==> src/rtl/uart_tx_frame_serializer.sv <==
// UART transmit serializer: frames one word as start, DATA_W data bits, optional parity
// and 1 or 2 stop bits, with bit timing taken from an external baud_tick enable.
module uart_tx_frame_serializer #(
  parameter int unsigned DATA_W        = 8,
  parameter int unsigned PARITY_EN     = 0,
  parameter int unsigned PARITY_ODD    = 0,
  parameter int unsigned STOP_BITS     = 1,
  parameter int unsigned LSB_FIRST     = 1,
  parameter int unsigned TICKS_PER_BIT = 16
) (
  input  logic              clk,
  input  logic              rst,
  input  logic              load,
  input  logic [DATA_W-1:0] data_in,
  input  logic              baud_tick,
  output logic              ready,
  output logic              busy,
  output logic              txd,
  output logic              frame_done
);

  if (DATA_W < 5 || DATA_W > 9) begin : g_bad_data_w
    $error("uart_tx_frame_serializer: DATA_W must be 5..9");
  end
  if (STOP_BITS < 1 || STOP_BITS > 2) begin : g_bad_stop_bits
    $error("uart_tx_frame_serializer: STOP_BITS must be 1 or 2");
  end
  if (TICKS_PER_BIT < 1 || TICKS_PER_BIT > 256) begin : g_bad_ticks
    $error("uart_tx_frame_serializer: TICKS_PER_BIT must be 1..256");
  end
  if (PARITY_EN > 1 || PARITY_ODD > 1 || LSB_FIRST > 1) begin : g_bad_flags
    $error("uart_tx_frame_serializer: PARITY_EN, PARITY_ODD and LSB_FIRST must be 0 or 1");
  end

  typedef enum logic [2:0] {
    ST_IDLE,
    ST_START,
    ST_DATA,
    ST_PARITY,
    ST_STOP
  } state_t;

  localparam logic [7:0] TICK_LAST = 8'(TICKS_PER_BIT - 1);
  localparam logic [3:0] DATA_LAST = 4'(DATA_W - 1);
  localparam logic [3:0] STOP_LAST = 4'(STOP_BITS - 1);

  state_t            state_q, state_d;
  logic [DATA_W-1:0] shreg_q, shreg_d;
  logic              parity_q, parity_d;
  logic [7:0]        tick_cnt_q, tick_cnt_d;
  logic [3:0]        bit_cnt_q, bit_cnt_d;
  logic              txd_q, txd_d;
  logic              frame_done_q, frame_done_d;
  logic              period_end;
  logic [DATA_W-1:0] shreg_next;
  logic              head_bit;

  always_comb begin
    state_d      = state_q;
    shreg_d      = shreg_q;
    parity_d     = parity_q;
    tick_cnt_d   = tick_cnt_q;
    bit_cnt_d    = bit_cnt_q;
    frame_done_d = 1'b0;
    txd_d        = 1'b1;
    head_bit     = 1'b0;

    period_end = baud_tick && (tick_cnt_q == TICK_LAST);
    shreg_next = (LSB_FIRST != 0) ? {1'b0, shreg_q[DATA_W-1:1]}
                                  : {shreg_q[DATA_W-2:0], 1'b0};

    // A tick coincident with the accepting load is not counted: IDLE never advances tick_cnt.
    if (state_q != ST_IDLE && baud_tick) begin
      tick_cnt_d = period_end ? '0 : tick_cnt_q + 8'd1;
    end

    unique case (state_q)
      ST_IDLE: begin
        if (load) begin
          state_d    = ST_START;
          shreg_d    = data_in;
          parity_d   = (PARITY_ODD != 0) ? ~^data_in : ^data_in;
          tick_cnt_d = '0;
          bit_cnt_d  = '0;
        end
      end
      ST_START: begin
        if (period_end) state_d = ST_DATA;
      end
      ST_DATA: begin
        if (period_end) begin
          if (bit_cnt_q == DATA_LAST) begin
            bit_cnt_d = '0;
            state_d   = (PARITY_EN != 0) ? ST_PARITY : ST_STOP;
          end else begin
            bit_cnt_d = bit_cnt_q + 4'd1;
            shreg_d   = shreg_next;
          end
        end
      end
      ST_PARITY: begin
        if (period_end) state_d = ST_STOP;
      end
      ST_STOP: begin
        if (period_end) begin
          if (bit_cnt_q == STOP_LAST) begin
            state_d      = ST_IDLE;
            bit_cnt_d    = '0;
            frame_done_d = 1'b1;
          end else begin
            bit_cnt_d = bit_cnt_q + 4'd1;
          end
        end
      end
      default: state_d = ST_IDLE;
    endcase

    // txd is registered from the next state so each bit appears with its state.
    head_bit = (LSB_FIRST != 0) ? shreg_d[0] : shreg_d[DATA_W-1];
    unique case (state_d)
      ST_START:  txd_d = 1'b0;
      ST_DATA:   txd_d = head_bit;
      ST_PARITY: txd_d = parity_d;
      default:   txd_d = 1'b1;
    endcase
  end

  always_ff @(posedge clk or negedge rst) begin
    if (!rst) begin
      state_q      <= ST_IDLE;
      shreg_q      <= '0;
      parity_q     <= 1'b0;
      tick_cnt_q   <= '0;
      bit_cnt_q    <= '0;
      txd_q        <= 1'b1;
      frame_done_q <= 1'b0;
    end else begin
      state_q      <= state_d;
      shreg_q      <= shreg_d;
      parity_q     <= parity_d;
      tick_cnt_q   <= tick_cnt_d;
      bit_cnt_q    <= bit_cnt_d;
      txd_q        <= txd_d;
      frame_done_q <= frame_done_d;
    end
  end

  assign ready      = (state_q == ST_IDLE);
  assign busy       = ~ready;
  assign txd        = txd_q;
  assign frame_done = frame_done_q;

endmodule
==> config.mk <==
export PLATFORM = sky130hd
export DESIGN_NAME = uart_tx_frame_serializer
export DESIGN_NICKNAME = d
export VERILOG_FILES = /design/src/rtl/uart_tx_frame_serializer.sv
export SDC_FILE = /design/constraint.sdc
export NUM_CORES = 1
export LEC_CHECK = 0
export ABC_AREA = 1
export CORE_MARGIN = 5
export CORE_UTILIZATION = 61
export CTS_CLUSTER_SIZE = 30
export DETAILED_ROUTE_END_ITERATION = 16
export PLACE_DENSITY_LB_ADDON = 0.3
export SYNTH_ARGS = -nofsm -noshare
export SYNTH_HDL_FRONTEND = slang
export SYNTH_SLANG_ARGS = --single-unit
==> constraint.sdc <==
create_clock -name clk -period 2.6 [get_ports clk]
set_clock_uncertainty 0.05 [all_clocks]
set_input_delay 0.26 -clock clk [delete_from_list [all_inputs] [get_ports clk]]
set_output_delay 0.26 -clock clk [all_outputs]
set_load 0.05 [all_outputs]
==> results of run 1 <==
==> cells by family after synthesis <==
group | Yosys count | synth area share, %
simple gates | 158 | 42.1
buf+inv | 39 | 8.45
flops | 26 | 37.6
compound gates | 25 | 8.60
fa+ha+maj | 3 | 2.17
xor+xnor | 2 | 1.01
==> worst register-to-register path: cells and delay by family (launching register included) <==
kind | cells | cell delay [ns]
compound gates | 3 | 0.27
buf+inv | 3 | 0.49
simple gates | 2 | 0.32
flops | 1 | 0.44
==> power by group through the flow <==
stage | clock, W | combinational, W | sequential, W
after floorplan | 0 | 0.000560 | 0.000638
after global placement | 0 | 0.000744 | 0.000635
after detailed placement | 0 | 0.000762 | 0.000638
after CTS | 0.000182 | 0.000773 | 0.000632
after global routing | 0.000207 | 0.000861 | 0.000648
final | 0.000176 | 0.000770 | 0.000633
==> metal layers <==
layer  GRT usage, %  wire [um]  share of wire (%)
met4           7.79         62                1.8
met3           2.13        123                3.5
met1           25.8       1640                 47
met2           31.9       1700                 48
met5              0          0                  0
==> final cells by class <==
type	count	area share, %
well taps	31	1.98
inverters	39	7.49
flip-flops and latches	26	33.4
repair buffers	16	8.07
multi-input cells	188	47.8
clock buffers	4	1.34
==> flip-flops by register name, summed over array words and instances (netlist names) <==
name	flops
bit_cnt_q	4
state_q	3
frame_done	1
txd	1
parity_q	1
tick_cnt_q	8
shreg_q	8
==> metrics by stage <==
stage / area (sq um) / setup slack [ns] / hold WS, ns
2_1_floorplan: 1730 / 0.795 / -0.0856
3_3_place_gp: 1930 / 0.717 / 0.411
3_5_place_dp: 1930 / 0.691 / 0.411
4_1_cts: 1950 / 0.308 / 0.170
5_1_grt: 1950 / 0.211 / 0.149
6_report: 1950 / 0.313 / 0.164
==> cell usage after synthesis (2+ instances only) <==
cell / instances / area (sq um)
nand3_1: 20 / 100
nand2_2: 4 / 25.0
nor2_1: 26 / 97.6
nand2_4: 2 / 22.5
xor2_1: 2 / 17.5
nor2_2: 2 / 12.5
ha_1: 3 / 37.5
o211ai_1: 3 / 22.5
a21oi_1: 7 / 35.0
inv_1: 35 / 131
a21boi_0: 2 / 15.0
nand3_2: 3 / 30.0
nor2_4: 4 / 45.0
nor3_1: 8 / 40.0
nand2_1: 85 / 319
dfrtp_1: 25 / 626
o21ai_0: 7 / 35.0
o21ai_1: 2 / 10.0
o21ai_2: 2 / 17.5
inv_2: 4 / 15.0
==> path summary, 6_finish.rpt <==
path	startpoint	to	cells after the start
worst max-delay path	state_q[1]$_DFF_PN0_	ready	4
worst min-delay path	rst	tick_cnt_q[0]$_DFF_PN0_	1
worst max register to register	state_q[1]$_DFF_PN0_	tick_cnt_q[4]$_DFF_PN0_	8
worst min register to register	shreg_q[0]$_DFF_PN0_	shreg_q[0]$_DFF_PN0_	2
max in group asynchronous	rst	txd$_DFF_PN1_	2
min in group clk	shreg_q[0]$_DFF_PN0_	shreg_q[0]$_DFF_PN0_	2
==> results.yml, run 1 <==
clocking:
  path_clk_slew_ns: 0.14
  holdBufCountCts: 0
  clk_path_buf_depth: 2
  postCtsSetupBuffers: 0
  cts_sinks: 26
  cts_tree: "yes"
  clock_latency_ns: 0.32
  root_buffer: "clkbuf_4"
  cts_inserted_buffers: 3
  htree_num_levels: 1
  postCtsResizedCells: 0
critical_path:
  worst_setup_path_end_kind: "output port"
  crit_family: "buffers and inverters"
  crit_chain: "inv_1 -> nand2_4 -> inv_1 -> clkdlybuf4s50_1"
  crit_path_max_incr_delay_ns: 0.80
  ff2ff_setup_slack_ns: 0.94
  worstPathArrival_ns: 1.98
  cp-start-kind: "flop"
  crit_type: "flop to output port"
  critPathMaxFanout: 6
  cp_slowest_cell: "clkdlybuf4s50_1"
  required_ns: 2.29
  cpMostUsedCell: "inv_1"
  path_buf_inv: 3
floorplanning:
  die_w_um: 63.3
  start_util_pct: 63.3
  pin_count: 16
  coreArea_sq_um: 2730
  rows: 19
  dieArea_sq_um: 4000
  die_y_um: 63.3
synthesis:
  synth-warning-count: 0
  ys_seq_elements: 26
  syn-cell-area_sq_um: 1730
  synth_edf_count: 0
  synth-main-ff-cell: "dfrtp_1"
  ys_seq_area_share_pct: 37.6
  synthCells: 253
  async_reset_ff_share_pct: 100
  avgSynthCellArea_sq_um: 6.84
  yosysUniqueCellTypes: 27
  synth_nets: 268
final_layout:
  final_util_pct: 71.5
  areaGrowthSynthToFinish_pct: 12.9
  final_cells: 304
  antenna_cells: 0
  multiInputGateArea_sq_um: 933
  final_cell_mix: "nand2_1, inv_1, nor2_1"
  nNetsFinal: 289
  final_common_cell: "nand2_1"
  post_route_cells_drive_above_1_share_pct: 10.3
  ff_latch_area_sq_um: 652
  fill_cells: 230
route:
  routedWlPerCell_um: 11.6
  first_pass_iters: 4
  num_vias: 1619
  drtIter0Drc: 63
  routed_wl_um: 3530
  ant_nets: 0
  drc_errors: 0
  vias_per_cell: 5.33
grt:
  grt_pass1_vias: 1447
  grt_util_all_layers_pct: 19.4
  grt_max_degree: 19
  grt_pass1_wl_um: 6310
  antenna_found_initial: 0
  grt-ovfl-total: 0
sta:
  setup_viol: 0
  finalCritPeriodShare_pct: 88.0
  relSlewSlack_pct: 66.8
  worst_pin_slew_ns: 0.497
  tns_ns: 0
  rsz0062_at_grt: "false"
  maxSlewViolCount: 0
  finalHoldViolCount: 0
  fin_crit_ns: 2.29
  fmax_mhz: 437
power_and_ir_drop:
  p_seq_share_pct: 40.1
  p_sw_w: 0.000735
  p_total_w: 0.00158
  comb_power_share_pct: 48.8
  leakagePower_nw: 1.01
  powerDensity_nw_per_um2: 808
  sw_frac_of_total_pct: 46.6
  p_int_w: 0.000843
  max-vdd-ir-drop_v: 0.000726
  power.share.clock_pct: 11.2
place:
  gp_congestion: 0.909
  dp.cells: 300
  portBuffers: 15
  hpwl_um: 2750
flow_run:
  cap_violations: 0
status:
  run_status: "completed"
min_path:
  hp-class: "input port to asynchronous set/reset pin"
No activity file was read; power rests on OpenSTA's default activity.
==> run 2, diff against run 1 <==
--- a/config.mk
+++ b/config.mk
@@ -11,6 +11,7 @@
 export CTS_CLUSTER_SIZE = 30
 export DETAILED_ROUTE_END_ITERATION = 16
 export PLACE_DENSITY_LB_ADDON = 0.3
+export SLEW_MARGIN = 30
 export SYNTH_ARGS = -nofsm -noshare
 export SYNTH_HDL_FRONTEND = slang
 export SYNTH_SLANG_ARGS = --single-unit
==> results of run 2 <==
Same layout as run 1: the final DEF is identical, and so are final timing and power.
==> run 3, diff against run 2 <==
--- a/config.mk
+++ b/config.mk
@@ -6,9 +6,10 @@
 export NUM_CORES = 1
 export LEC_CHECK = 0
 export ABC_AREA = 1
+export CAP_MARGIN = 20
 export CORE_MARGIN = 5
-export CORE_UTILIZATION = 61
-export CTS_CLUSTER_SIZE = 30
+export CORE_UTILIZATION = 51
+export CTS_CLUSTER_SIZE = 16
 export DETAILED_ROUTE_END_ITERATION = 16
 export PLACE_DENSITY_LB_ADDON = 0.3
 export SLEW_MARGIN = 30
==> constraint.sdc (replaced) <==
create_clock -name clk -period 2.1 [get_ports clk]
set_clock_uncertainty 0.05 [all_clocks]
set_input_delay 0.21 -clock clk [delete_from_list [all_inputs] [get_ports clk]]
set_output_delay 0.21 -clock clk [all_outputs]
set_load 0.05 [all_outputs]
==> results.yml, run 3 (synthesized netlist as in run 1, its figures left out) <==
floorplanning:
  coreArea_sq_um: 3310
  dieArea_sq_um: 4660
  start_util_pct: 52.3
  die_y_um: 68.3
  pin_count: 16
  die_w_um: 68.3
  rows: 21
place:
  dp.cells: 315
  portBuffers: 15
  gp_congestion: 0.841
  hpwl_um: 2540
  dp_slack_ns: 0.338
sta:
  tns_ns: 0
  maxSlewViolCount: 0
  worst_pin_slew_ns: 0.490
  finalHoldViolCount: 0
  fmax_mhz: 525
  timing.final.ws_setup_ns: 0.196
  setup_viol: 0
  rsz0062_at_grt: "false"
  relSlewSlack_pct: 67.2
  fin_crit_ns: 1.90
  finalCritPeriodShare_pct: 90.7
flow_run:
  cap_violations: 0
clocking:
  cts_sinks: 26
  cts_inserted_buffers: 3
  clock_latency_ns: 0.33
  htree_num_levels: 1
  cts_tree: "yes"
  root_buffer: "clkbuf_4"
  clk_path_buf_depth: 2
  path_clk_slew_ns: 0.14
status:
  run_status: "completed"
route:
  ant_nets: 0
  drc_errors: 0
  routedWlPerCell_um: 10.2
  drtIter0Drc: 49
  vias_per_cell: 4.85
  routed_wl_um: 3270
  num_vias: 1547
  first_pass_iters: 5
critical_path:
  required_ns: 1.84
  path_buf_inv: 1
  crit_type: "flop to output port"
  crit_path_max_incr_delay_ns: 0.79
  crit_chain: "clkdlybuf4s50_1"
  worst_setup_path_end_kind: "output port"
  critPathMaxFanout: 1
  cp_slowest_cell: "clkdlybuf4s50_1"
  worstPathArrival_ns: 1.64
  cp-start-kind: "flop"
  crit_family: "buffers and inverters"
final_layout:
  final_common_cell: "nand2_1"
  reg_top3: "shreg_q: 8 flops, tick_cnt_q: 8 flops, bit_cnt_q: 4 flops"
  post_route_cells_drive_above_1_share_pct: 10.6
  nNetsFinal: 289
  final_util_pct: 59.5
  final_cell_mix: "nand2_1, inv_1, nor2_1"
  final_cells: 319
  areaGrowthSynthToFinish_pct: 13.7
  antenna_cells: 0
  fill_cells: 314
power_and_ir_drop:
  leakagePower_nw: 1.01
  powerDensity_nw_per_um2: 977
  p_total_w: 0.00192
  p_seq_share_pct: 40.7
  power.share.clock_pct: 11.6
  p_int_w: 0.00103
  sw_frac_of_total_pct: 46.3
  max-vdd-ir-drop_v: 0.000405
  comb_power_share_pct: 47.7
  p_sw_w: 0.000891
min_path:
  hp-class: "input port to asynchronous set/reset pin"
grt:
  antenna_found_initial: 0
  grt-ovfl-total: 0
  grt_pass1_vias: 1504
  grt_util_all_layers_pct: 16.7
  grt_max_degree: 27
  grt_pass1_wl_um: 6100
[run 3: changes by cell type in the layout (fill, tap and decap cells not counted)]
cell	change
clkdlybuf4s50_1	-2
buf_4	+1
dlygate4sd2_1	+1
[run 3: cell type report]
type	count	area, sq um	area share, %
multi-input combinational	188	933	47.4
sequential	26	652	33.1
timing repair buffer	16	154	7.81
inverter	39	146	7.43
tap	46	57.6	2.92
clock buffer	4	26.3	1.33
[run 3: through the flow]
stage	area, sq um	hold WS (ns)
floorplan	1730	-0.136
global placement	1940	0.411
detailed placement	1940	0.421
CTS	1970	0.182
global route	1970	0.213
finish	1970	0.171
[run 3: power groups by stage]
stage / registers, W / clock network (W) / logic (W)
final: 0.000782 / 0.000223 / 0.000918
after detailed placement: 0.000791 / 0 / 0.000928
after floorplan: 0.000790 / 0 / 0.000693
after CTS: 0.000781 / 0.000232 / 0.000924
after global routing: 0.000804 / 0.000253 / 0.00106
after global placement: 0.000791 / 0 / 0.000922
[run 3: what timing repair did]
| item | in CTS | in global routing |
|---|---|---|
| resized for setup | 1 | 0 |
| setup endpoints to repair | 1 | 0 |
| hold endpoints to repair | 0 | 0 |
| buffers inserted | 0 | 0 |
| hold buffers | 0 | 0 |
[run 3: final timing paths]
path | start | end | slack (ns) | depth (start not counted)
max in group asynchronous | rst | txd$_DFF_PN1_ | 1.52 | 2
min in group clk | data_in[7] | shreg_q[7]$_DFFE_PN0P_ | 0.42 | 3
worst max-delay path | txd$_DFF_PN1_ | txd | 0.20 | 1
worst min register to register | shreg_q[0]$_DFF_PN0_ | shreg_q[0]$_DFF_PN0_ | 0.45 | 2
worst max register to register | bit_cnt_q[0]$_DFFE_PN0P_ | txd$_DFF_PN1_ | 0.43 | 9
worst min-delay path | rst | tick_cnt_q[3]$_DFF_PN0_ | 0.17 | 2
[run 3: routing by layer]
metal	track usage (%)	vias up	part of all wire, %
li1	-	836	-
met1	21.2	683	50
met2	29.8	24	45
met3	1.31	4	3.5
met4	5.46	0	1.3
met5	0	-	0
